`config.mk`:
```
export PLATFORM = sky130hd
export DESIGN_NAME = ha_1
export DESIGN_NICKNAME = d
export VERILOG_FILES = /design/src/rtl/ha_1.sv
export SDC_FILE = /design/constraint.sdc
export NUM_CORES = 1
export LEC_CHECK = 0
export BUFFER_PORTS_ARGS = -buffer_cell sky130_fd_sc_hd__buf_2
export CAP_MARGIN = 20
export CELL_PAD_IN_SITES_DETAIL_PLACEMENT = 2
export CELL_PAD_IN_SITES_GLOBAL_PLACEMENT = 2
export CORE_MARGIN = 2
export CORE_UTILIZATION = 28
export DETAILED_ROUTE_END_ITERATION = 10
export PLACE_DENSITY = 0.84
export SYNTH_ARGS = -nofsm -noshare
export SYNTH_HDL_FRONTEND = slang
export SYNTH_SLANG_ARGS = --single-unit
export TNS_END_PERCENT = 100
```
`constraint.sdc`:
```
create_clock -name clk -period 2.3 [get_ports clk]
set_clock_uncertainty 0.15 [all_clocks]
set_input_delay 0.23 -clock clk [delete_from_list [all_inputs] [get_ports clk]]
set_output_delay 0.23 -clock clk [all_outputs]
set_load 0.05 [all_outputs]
```
`src/rtl/ha_1.sv`:
```
// Half adder with a combinational sum/carry path, a valid-qualified output register
// stage and a saturating count of carry-producing operations.
module ha_1 #(
    parameter int CNT_W = 16
) (
    input  logic             clk,
    input  logic             rst,
    input  logic             a,
    input  logic             b,
    input  logic             in_valid,
    output logic             s,
    output logic             c,
    output logic             s_q,
    output logic             c_q,
    output logic             out_valid,
    output logic [CNT_W-1:0] carry_cnt
);

    localparam logic [CNT_W-1:0] CNT_MAX = '1;

    // The same sum/carry gates drive both the ports and the register stage.
    assign s = a ^ b;
    assign c = a & b;

    // NOTE: sequential state uses non-blocking assignments so every register
    // samples pre-edge values regardless of statement order.
    always_ff @(posedge clk) begin
        if (rst) begin
            s_q       <= 1'b0;
            c_q       <= 1'b0;
            out_valid <= 1'b0;
            carry_cnt <= '0;
        end else begin
            out_valid <= in_valid;
            if (in_valid) begin
                s_q <= s;
                c_q <= c;
                // Stop at the all-ones value instead of wrapping.
                if (c && (carry_cnt != CNT_MAX)) begin
                    carry_cnt <= carry_cnt + CNT_W'(1);
                end
            end
        end
    end

endmodule

```
==> results of run 1 <==
## worst paths after layout
path	end	slack (ns)
worst min register to register	c_q$_SDFFE_PP0P_	0.33
worst min-delay path	out_valid$_SDFF_PP0_	0.07
worst max register to register	carry_cnt[12]$_SDFFE_PP0P_	0.32
worst max-delay path	carry_cnt[12]$_SDFFE_PP0P_	0.32
## cells by family after synthesis
kind of cell             Yosys count
adder cells (fa/ha/maj)            2
buffers and inverters              8
AO/OA/AOI/OAI                     28
XOR/XNOR                           1
multiplexers                       3
AND/OR/NAND/NOR                   46
flip-flops                        19
## cell type report
type | instances | share of cell area, %
clock buffers | 4 | 2.35
inverters | 4 | 1.34
flip-flops and latches | 19 | 34.2
well taps | 44 | 4.92
repair buffers | 27 | 12.5
multi-input cells | 80 | 44.6
## synth_stat cells
library cell / n / area, um2
dfxtp_1: 19 / 380
a21oi_1: 10 / 50.1
nor2_1: 8 / 30.0
o21ai_0: 7 / 35.0
or3_1: 6 / 37.5
nand2_1: 5 / 18.8
nand3_1: 5 / 25.0
inv_1: 4 / 15.0
nor3_1: 4 / 20.0
and4_1: 3 / 26.3
clkbuf_1: 3 / 11.3
nand4_1: 3 / 18.8
o31ai_1: 3 / 22.5
a31oi_1: 2 / 12.5
ha_1: 2 / 25.0
mux2i_1: 2 / 20.0
nor2b_1: 2 / 12.5
nor4_1: 2 / 12.5
or4_1: 2 / 15.0
a211oi_1: 1 / 7.51
a311oi_1: 1 / 8.76
a41o_1: 1 / 10.0
and2_1: 1 / 6.26
buf_2: 1 / 5.00
mux2_2: 1 / 11.3
nand2b_1: 1 / 6.26
nand3_2: 1 / 10.0
o211ai_1: 1 / 7.51
o21a_1: 1 / 7.51
o41ai_1: 1 / 8.76
or2_2: 1 / 6.26
or3_2: 1 / 7.51
or4_4: 1 / 11.3
xor2_1: 1 / 8.76
## power by group through the flow
stage	logic [W]	clock network, W	registers, W
global placement	0.0000566	0	0.000343
CTS	0.0000581	0.000183	0.000336
global route	0.0000615	0.000199	0.000337
finish	0.0000574	0.000174	0.000336
detailed placement	0.0000578	0	0.000344
floorplan	0.0000277	0	0.000358
## state kept, by name, summed over array words and instances (netlist names)
name,cells
c_q,1
carry_cnt,16
out_valid,1
s_q,1
## metal layers
layer  share of wire (%)  up-vias  routed length (um)  GRT usage [%]
met3                 4.2        0                 108           4.41
met1                  46      450                1180           20.5
met2                  50       22                1290           27.1
li1                    -      455                   -              -
met5                   0        -                   0              0
met4                   0        0                   0           1.86
## stage by stage
step / cell area, um2 / utilization [%]
2_1_floorplan: 913 / -
3_3_place_gp: 1090 / 35.5
6_report: 1120 / 36.3
5_1_grt: 1120 / 36.3
4_1_cts: 1120 / 36.3
3_5_place_dp: 1090 / 35.5
==> flow_summary.ini, run 1 <==
[run_status]
outcome = complete, no violations

[final_layout]
area_growth_pct = 22.8
seq_area_um2 = 383
fillCellCount = 374
layout_commonest_cell = buf_2
drive_gt1_share_pct = 27.6
instances_no_fill = 178
multi_input_area_um2 = 499
final_cell_mix = buf_2 (25), dfxtp_1 (17), a21oi_1 (10), nor2_1 (8), o21ai_0 (7)
antennaDiodeCount = 0
nNetsFinal = 142

[floorplan]
die_x_um = 61.0
row_count = 20
start_util_pct = 29.6
core-area_um2 = 3080
die_area_um2 = 3730
io_pins = 26
die_h_um = 61.0

[clock_network]
cts_tree = yes
clock_sinks = 19
post_cts_buffers = 0
ctsHoldBuffers = 0
cts_root_buffer = clkbuf_4
cts_resized = 0
clock_latency_ns = 0.30
h-tree-depth = 1
cts_buffer_depth = 2
clk_pin_slew_ns = 0.11
cts-buffers-inserted = 3

[global_routing]
grt_pass1_wl_um = 4470
gr-usage-all-layers_pct = 15.8
grt_pass1_vias = 943
grt_max_degree = 22
grt_overflow_total = 0
antenna_found_initial = 0

[setup_path]
cpMostUsedCell = or3_1
arrival_ns = 2.07
path_buf_inv = 0
critical_path_class = flop to flop
crit_cells = 5
slowest_stage = or3_1
end_kind = flop
crit_chain = ha_1 > nand4_1 > or3_1 > or3_1 > a21oi_1
setup.worst_path.start = carry_cnt[0]$_SDFFE_PP0P_
max_stage_delay_ns = 0.52
start_kind = flop
path_max_fanout = 6
critical_path.top_delay_family = simple AND/OR/NAND/NOR gates
r2r_start = carry_cnt[0]$_SDFFE_PP0P_
reg2regPathDepth = 5
required_ns = 2.39

[placed_design]
dp_slack_ns = 0.290
post-dp-hpwl_um = 1980
place_inst = 174
gp_routability_congestion = 0.734
port_buffers = 25

[pwr]
switching_share_pct = 26.9
power_w = 0.000568
powerDensity_nw_per_um2 = 508
p_sw_w = 0.000152
p_leak_nw = 0.427
combPwrFrac_pct = 10.1
p_seq_share_pct = 59.2
internal-power_w = 0.000415
pwr-share-clk_pct = 30.7
irDropWorstVdd_v = 0.000300

[routing]
vias_per_cell = 5.21
drtIter0Drc = 52
routed_wl_um = 2580
drt_pre_antenna_iters = 4
ant_nets = 0
drt-wirelength-per-cell_um = 14.5
vias = 927
route.detailed.drc = 0

[hold_path]
hold_class = input port to flop
min-delay-start = in_valid
min_path_cells = 2

[logic_synthesis]
yosys.area_share.adder_pct = 2.75
synth_compound_area_share_pct = 18.7
synth_nets = 114
syn_area_um2 = 911
yosys_warnings = 0
synth_cell_types = 34
synth.area.mux_share_pct = 3.43
avgSynthCellArea_um2 = 8.51
syn_inst = 107
synthSimpleGateAreaFrac_pct = 29.0
synth_top_family_by_area = simple AND/OR/NAND/NOR gates
ys_ff_latch = 19
synth_seq_area_share_pct = 41.8
synthXorXnorAreaFrac_pct = 0.962

[timing]
min_period_over_period_pct = 86.0
finalCriticalPeriod_ns = 1.98
timing.fmax_ghz = 0.505
drv_slew = 0
fin_setup_tns_ns = 0
slew_headroom_pct = 72.8
hold_ws_ns = 0.0734
rsz0062_at_grt = no
hold_violations = 0
worst_slack_ns = 0.322
finalSetupViolCount = 0
worstMarginPinSlew_ns = 0.408

[flow_run]
maxCapViolations = 0
No activity file was read; power rests on OpenSTA's default activity.
==> run 2, diff against run 1 <==
- clock period: 2.3 -> 2 ns (I/O delays scaled with it)
==> run 2 against run 1 <==
Effect of this change:
- core utilization rose by 2.7 points
- flip-flop and latch count did not move
- wire length rose by 3.1%
- sequential share of layout area barely moved
- largest cell class unchanged
- largest power group unchanged
==> flow_summary.ini, run 2 (same netlist as run 1, synthesis figures left out) <==
[setup_path]
path_max_fanout = 5
start_kind = flop
crit_chain = nand3_2 > or4_4 > or4_1 > a21oi_1
critical_path_class = flop to flop
arrival_ns = 1.98
required_ns = 2.09
slowest_stage = or4_4
max_stage_delay_ns = 0.54
end_kind = flop
r2r_start = carry_cnt[7]$_SDFFE_PP0P_
setup.worst_path.start = carry_cnt[7]$_SDFFE_PP0P_

[timing]
min_period_over_period_pct = 94.5
fin_setup_tns_ns = 0
finalCriticalPeriod_ns = 1.89
worstMarginPinSlew_ns = 0.394
rsz0062_at_grt = no
timing.fmax_ghz = 0.529
finalSetupViolCount = 0
slew_headroom_pct = 73.8
worst_slack_ns = 0.110
drv_slew = 0
hold_violations = 0

[floorplan]
io_pins = 26
die_area_um2 = 3730
row_count = 20
start_util_pct = 29.6
die_x_um = 61.0
die_h_um = 61.0
core-area_um2 = 3080

[placed_design]
placedInstanceArea_um2 = 1160
gp_routability_congestion = 0.708
post-dp-hpwl_um = 2070
port_buffers = 25
dp_slack_ns = 0.0471

[clock_network]
post_cts_buffers = 0
clock_sinks = 19
cts_root_buffer = clkbuf_4
cts_buffer_depth = 2
cts_tree = yes
clock_latency_ns = 0.31
h-tree-depth = 1
clk_pin_slew_ns = 0.11
cts-buffers-inserted = 3
ctsHoldBuffers = 0

[final_layout]
final_cell_mix = buf_2 (25), dfxtp_2 (10), a21oi_1 (9), nor2_1 (8), o21ai_0 (7)
regMostFlops = carry_cnt
fillCellCount = 388
nNetsFinal = 145
final_cell_area_um2 = 1200
drive_gt1_share_pct = 42.3
layout_commonest_cell = buf_2
area_growth_pct = 31.9
largest_reg_flops = 16
antennaDiodeCount = 0

[pwr]
powerDensity_nw_per_um2 = 546
p_leak_nw = 0.448
irDropWorstVdd_v = 0.000286

[run_status]
outcome = complete, no violations

[global_routing]
gr-usage-all-layers_pct = 16.3
grt_overflow_total = 0
antenna_found_initial = 0
grt_max_degree = 22
grt_pass1_wl_um = 4570
grt_pass1_vias = 973

[routing]
vias_per_cell = 5.22
drt_pre_antenna_iters = 2
routed_wl_um = 2660
drt-wirelength-per-cell_um = 14.7
ant_nets = 0
drtIter0Drc = 17
vias = 945
route.detailed.drc = 0

[hold_path]
hold_class = input port to flop
min-delay-start = in_valid

[flow_run]
maxCapViolations = 0
run 2: cell types whose count changed in the layout (fill, tap and decap cells not counted), moves of 2 or more:
cell     change
dfxtp_2      +8
dfxtp_1     -13
ha_1         -2
buf_4        +3
dfxtp_4      +5
run 2: metal layers:
layer | global-route usage [%] | wire length (um)
met4 | 4.66 | 28
met2 | 28.1 | 1310
met5 | 0 | 0
met1 | 20.8 | 1230
met3 | 2.94 | 91
run 2: layout make-up:
cell class | count | area (um2) | area share, %
Clock buffer | 4 | 26.3 | 2.19
Sequential cell | 19 | 412 | 34.3
Inverter | 4 | 15.0 | 1.25
Multi-Input combinational cell | 80 | 531 | 44.2
Timing Repair Buffer | 30 | 163 | 13.5
Tap cell | 44 | 55.1 | 4.58
run 2: worst paths after layout:
| kind | end | slack, ns | cells after the start |
|---|---|---|---|
| hold reg to reg | c_q$_SDFFE_PP0P_ | 0.35 | 2 |
| setup / recovery | carry_cnt[15]$_SDFFE_PP0P_ | 0.11 | 4 |
| hold / removal | out_valid$_SDFF_PP0_ | 0.04 | 2 |
| setup reg to reg | carry_cnt[15]$_SDFFE_PP0P_ | 0.11 | 4 |
run 2: worst max-delay path, delay by kind of cell (launching register included):
family             cells  cell delay (ns)
AOI/OAI and AO/OA      1             0.15
DFF                    1             0.38
and+or+nand+nor        3             1.14
run 2: power breakdown:
group	total (W)	internal [W]	leakage (nW)	switching [W]
clock network	0.000205	0.0000780	0.0150	0.000127
logic	0.0000705	0.0000194	0.270	0.0000511
registers	0.000380	0.000377	0.163	0.00000313
total	0.000656	0.000475	0.448	0.000182
run 2: timing repair:
item                                   in CTS  in global routing
endpoints found under the hold margin       0                  0
gates resized for setup                     0                  4
setup endpoints to repair                   0                  5
run 2: stage by stage:
stage / total power (W) / cells / hold WS, ns / utilization [%]
after floorplan: 0.000445 / 107 / 0.178 / -
after global placement: 0.000459 / 177 / 0.310 / 37.7
after detailed placement: 0.000461 / 177 / 0.331 / 37.7
after CTS: 0.000670 / 181 / 0.0330 / 38.6
after global routing: 0.000686 / 181 / 0.0386 / 39.0
final: 0.000656 / 181 / 0.0445 / 39.0
